`config.mk`:
```
export PLATFORM = sky130hd
export DESIGN_NAME = spi_cmd_ram
export DESIGN_NICKNAME = d
export VERILOG_FILES = /design/src/rtl/spi_cmd_ram.sv
export SDC_FILE = /design/constraint.sdc
export NUM_CORES = 2
export LEC_CHECK = 0
export CAP_MARGIN = 20
export CELL_PAD_IN_SITES_DETAIL_PLACEMENT = 1
export CELL_PAD_IN_SITES_GLOBAL_PLACEMENT = 1
export CORE_MARGIN = 3
export CORE_UTILIZATION = 45
export CTS_CLUSTER_DIAMETER = 150
export DETAILED_ROUTE_END_ITERATION = 7
export PLACE_DENSITY_LB_ADDON = 0.1
export REMOVE_ABC_BUFFERS = 1
export SLEW_MARGIN = 30
export SYNTH_ARGS = -nofsm -noshare
export SYNTH_HDL_FRONTEND = slang
export SYNTH_SLANG_ARGS = --single-unit
```
`constraint.sdc`:
```
create_clock -name clk -period 7.65 [get_ports clk]
set_clock_uncertainty 0.15 [all_clocks]
set_input_delay 1.53 -clock clk [delete_from_list [all_inputs] [get_ports clk]]
set_output_delay 1.53 -clock clk [all_outputs]
set_load 0.02 [all_outputs]
```
`src/rtl/spi_cmd_ram.sv`:
```
// Command-decoded single-port RAM behind an SPI slave: SET_WR / WRITE / SET_RD / READ.
// Define SPI_RAM_AUTO_INC_EN to auto-increment the write/read addresses after each WRITE/READ.
module spi_cmd_ram #(
  parameter int DATA_W    = 8,
  parameter int ADDR_W    = 8,
  parameter int MEM_DEPTH = 256
) (
  input  logic              clk,
  input  logic              rst_n,
  input  logic [DATA_W+1:0] din,
  input  logic              rx_valid,
  output logic [DATA_W-1:0] dout,
  output logic              tx_valid,
  output logic              err
);

  localparam logic [1:0] OP_SET_WR = 2'b00;
  localparam logic [1:0] OP_WRITE  = 2'b01;
  localparam logic [1:0] OP_SET_RD = 2'b10;
  localparam logic [1:0] OP_READ   = 2'b11;

  // One extra bit so MEM_DEPTH == 2**ADDR_W still compares correctly.
  localparam logic [ADDR_W:0] DEPTH_L = (ADDR_W + 1)'(MEM_DEPTH);

  logic [1:0]        op;
  logic [DATA_W-1:0] payload;
  logic [ADDR_W-1:0] wr_add_reg;
  logic [ADDR_W-1:0] wr_add_next;
  logic [ADDR_W-1:0] rd_add_reg;
  logic [ADDR_W-1:0] rd_add_next;
  logic              do_write;
  logic              do_read;
  logic              wr_in_range;
  logic              rd_in_range;

  logic [DATA_W-1:0] mem [MEM_DEPTH];

  assign op          = din[DATA_W+1:DATA_W];
  assign payload     = din[DATA_W-1:0];
  assign do_write    = rx_valid && (op == OP_WRITE);
  assign do_read     = rx_valid && (op == OP_READ);
  assign wr_in_range = {1'b0, wr_add_reg} < DEPTH_L;
  assign rd_in_range = {1'b0, rd_add_reg} < DEPTH_L;

`ifdef SPI_RAM_AUTO_INC_EN
  localparam logic [ADDR_W-1:0] LAST_ADDR = ADDR_W'(MEM_DEPTH - 1);

  // Wrap at the last populated word, not at 2**ADDR_W, so bursts stay in range.
  function automatic logic [ADDR_W-1:0] addr_inc(input logic [ADDR_W-1:0] a);
    return (a == LAST_ADDR) ? '0 : a + ADDR_W'(1);
  endfunction
`endif

  always_comb begin
    wr_add_next = wr_add_reg;
    rd_add_next = rd_add_reg;
    if (rx_valid) begin
      case (op)
        OP_SET_WR: wr_add_next = payload[ADDR_W-1:0];
        OP_SET_RD: rd_add_next = payload[ADDR_W-1:0];
`ifdef SPI_RAM_AUTO_INC_EN
        OP_WRITE:  wr_add_next = addr_inc(wr_add_reg);
        OP_READ:   rd_add_next = addr_inc(rd_add_reg);
`endif
        default: ;
      endcase
    end
  end

  // Storage carries no reset so it maps onto block RAM.
  always_ff @(posedge clk) begin
    if (do_write && wr_in_range) begin
      mem[wr_add_reg] <= payload;
    end
  end

  always_ff @(posedge clk or negedge rst_n) begin
    if (!rst_n) begin
      dout       <= '0;
      tx_valid   <= 1'b0;
      err        <= 1'b0;
      wr_add_reg <= '0;
      rd_add_reg <= '0;
    end else begin
      tx_valid   <= do_read;
      err        <= (do_write && !wr_in_range) || (do_read && !rd_in_range);
      wr_add_reg <= wr_add_next;
      rd_add_reg <= rd_add_next;
      if (do_read) begin
        dout <= rd_in_range ? mem[rd_add_reg] : '0;
      end
    end
  end

endmodule

```
==> results.md <==
* Status: complete, no violations
* Type of the worst setup path: reg -> reg
* Avg WL per Cell at 35.4 µm
* Worst setup EP type: flop
* H-tree depth at 4
* RSZ-0062 raised after global routing: false
* Max-slew violations at 0
* Post-Place Cells at 6281
* Cell internal pwr at 19.9 mW
* Tcrit/Tclk final at 60.7%
* Top-count cell post-synth: edfxtp_1
* Most frequent cells after synthesis: edfxtp_1, mux2i_1, mux4_2
* Main combinational cell family by area after synthesis: multiplexers
* Worst Slack Setup Final at 3.00 ns
* DRC violations left at 0
* Reg clk slew, reported paths at 0.06 ns
* Syn Area/Cell at 20.2 µm²
* Logic pwr share at 13.3%
* Max stage delay on crit path at 0.81 ns
* Library cells used by synthesis at 67
* CP dominant cell by count: buf_4
* Worst-Margin Slew at 1.11 ns
* Die width at 431 µm
* Post-route antenna net violation count at 0
* Top delay family on crit path: compound AO/OA/AOI/OAI gates
* Synth Area in XOR/XNOR at 0%
* Nets at 4154
* Final wirelength at 236000 µm
* Port Buffers at 21
* Final setup violation count at 0
* Initial drt markers at 4586
* Post-Synth Adder-Cell Area at 0%
* Clk root buf: clkbuf_16
* Compound-Gate Fraction of Synth Area at 3.73%
* Mux contribution to synthesized area at 14.5%
* Power Density at 295 nW/µm²
* Vias in the first global route at 42200
* Final hold vios at 0
* Simple-gate share of the synthesized area at 2.97%
* Seq/Total Area, Yosys at 76.3%
* Critical Path Fanout Max at 37
* Hold buffer count at CTS at 0
* First-pass iteration count of the detailed router at 5
* Area leader, netlist: edfxtp_1
* Area of the core at 179000 µm²
* Synth area leaders: edfxtp_1, mux4_2, mux2i_1, nor2_1, mux4_1
* Main flop type after synthesis: edfxtp_1
* Final GP Congestion at 0.817
* Share of cells above drive strength 1 at 19.2%
* Post-CTS Repair Setup Buffers at 0
* CP arrival at 5.27 ns
* Sw frac at 25.8%
* YS warnings at 0
* Via count at 41000
* Worst hold path type: reg -> reg
* Post-synth EDFFs at 2048
* Crit path launch type: flop
* Psw at 6.92 mW
* Final min period at 4.65 ns
* Placement Cell Area at 83900 µm²
* Count of state elements after synthesis at 2073
* Max FFs per register at 2048
* Synth-to-Final Area Change at 11.8%
* Slowest CP cell: nor4b_1
* CP cell instances: buf_4, nand2b_4, buf_4, o221ai_1, o22ai_1, o21ai_0, a21oi_1, nor4b_1, a211o_1
* Register bank with the most flops: mem
* Power Total at 26.8 mW
* Slew margin rel. at 25.8%
* Bufs and invs on worst path at 2
* Final cell count without fillers at 6681
* Placement Setup Slack at 2.38 ns
* Drt via density at 6.14
* CTS tree: done
* Asr flop ratio synth at 1.21%
* Initial antenna violation count at 13
* Post-CTS resize count at 0
* Leak at 28.7 nW
* Clock sink count at 2073
* Maximum clock insertion buffer count at 3
* Cell area after layout at 91000 µm²
* VDD IR max at 0.206 mV
* Global Route Usage Sum at 25.5%
* Cell count after synthesis at 4040
* Total die area at 186000 µm²
* Sequential share of power at 47.3%
* Required @ worst endpoint at 8.27 ns
* Row count at 155
* Clock latency at the later pin of the worst-skew pair at 0.85 ns
* Clock Power Share at 39.3%
* Chip height at 431 µm
* F_max at 0.215 GHz
* Largest net degree at the start of global routing at 170
* First-pass GRT wire length at 335000 µm
* Mapped cell area at 81400 µm²
* Starting Density at 45.4%
* Yosys top cell area share at 75.5%
* TritonCTS buffer count at 212
* Congestion Overflow GR at 0
* Max-cap check violation count at 0
* DP HPWL at 145000 µm
* # IOs at 23
[power groups by stage]
| stage | combinational, mW | sequential, mW | clock, mW |
|---|---|---|---|
| 2_1_floorplan | 3.26 | 13.2 | 0 |
| 6_report | 3.58 | 12.7 | 10.5 |
| 3_5_place_dp | 3.59 | 12.9 | 0 |
| 3_3_place_gp | 3.57 | 12.9 | 0 |
| 5_1_grt | 3.74 | 12.7 | 11.2 |
| 4_1_cts | 3.60 | 12.7 | 10.7 |
[worst reg2reg max path, cell delays in order, from the launching register on]
cell and delay, ns:
dfrtp_4 0.72, buf_4 0.60, nand2b_4 0.48, buf_4 0.46, o221ai_1 0.34, o22ai_1 0.14
o21ai_0 0.49, a21oi_1 0.22, nor4b_1 0.81, a211o_1 0.19
[area by class of cell]
| type | instances | area (µm²) |
|---|---|---|
| Tap cell | 2355 | 2950 |
| Fill cell | 15900 | 88200 |
| Clock inverter | 138 | 1500 |
| Multi-Input combinational cell | 1708 | 17400 |
| Sequential cell | 2073 | 62100 |
| Clock buffer | 256 | 5580 |
| Antenna cell | 5 | 12.5 |
| Inverter | 8 | 32.5 |
| Timing Repair Buffer | 138 | 1350 |
[through the flow]
stage / hold slack (ns) / utilization [%] / setup TNS (ns)
6_report: 0.488 / 50.8 / 0
5_1_grt: 0.492 / 50.8 / 0
4_1_cts: 0.507 / 50.8 / 0
3_5_place_dp: 0.483 / 46.8 / 0
3_3_place_gp: 0.482 / 46.8 / 0
2_1_floorplan: 0.393 / - / -162.68
[layer usage]
metal	wire length [µm]	global-route usage (%)
met3	14600	3.91
met4	7390	7.88
met2	113000	40.7
met5	13	0
met1	101000	36.6
[path summary, 6_finish.rpt]
path / start / to / slack, ns / cells past startpoint
hold / removal: dout[0] / dout[0] / 0.49 / 2
setup reg to reg: rd_add_reg[1] / dout[3] / 3.00 / 9
hold reg to reg: dout[0] / dout[0] / 0.49 / 2
max in group asynchronous: rst_n / rd_add_reg[0] / 6.05 / 2
min in group asynchronous: rst_n / wr_add_reg[2] / 0.92 / 2
setup / recovery: rd_add_reg[1] / dout[3] / 3.00 / 9
[layout by cell type, fill, tap and decap left out, types with 6 or more instances in the layout]
master           count
a2111oi_0           17
a2111oi_1           15
a211oi_1            29
a21oi_1             79
a221oi_1            15
a22oi_1             36
a32oi_1              6
buf_12              16
buf_4              100
buf_8                6
bufinv_16           26
clkbuf_1            36
clkbuf_16          215
clkbuf_8             7
clkdlybuf4s50_1     13
clkinv_1            45
clkinv_2            39
clkinvlp_4           9
dfrtp_1             21
edfxtp_1          2048
inv_1                6
mux2_2              17
mux2i_1            327
mux4_1              41
mux4_2             323
nand2_1            149
nand3_1             31
nand3_2              6
nand3b_1             7
nand4_1              8
nor2_1             287
nor2b_1              8
nor3_1              14
nor4_1               9
o21ai_0             39
o221ai_1            54
o22ai_1            100
or3_1                8
[cells by family (layout without fill, tap and decap cells)]
| logic type | after synthesis | in the layout |
|---|---|---|
| other | 1 | 6 |
| AO/OA/AOI/OAI | 431 | 431 |
| flip-flops | 2073 | 2073 |
| buffers and inverters | 259 | 540 |
| multiplexers | 708 | 708 |
| AND/OR/NAND/NOR | 568 | 568 |
Note: power is estimated with default switching activity, not from simulation.
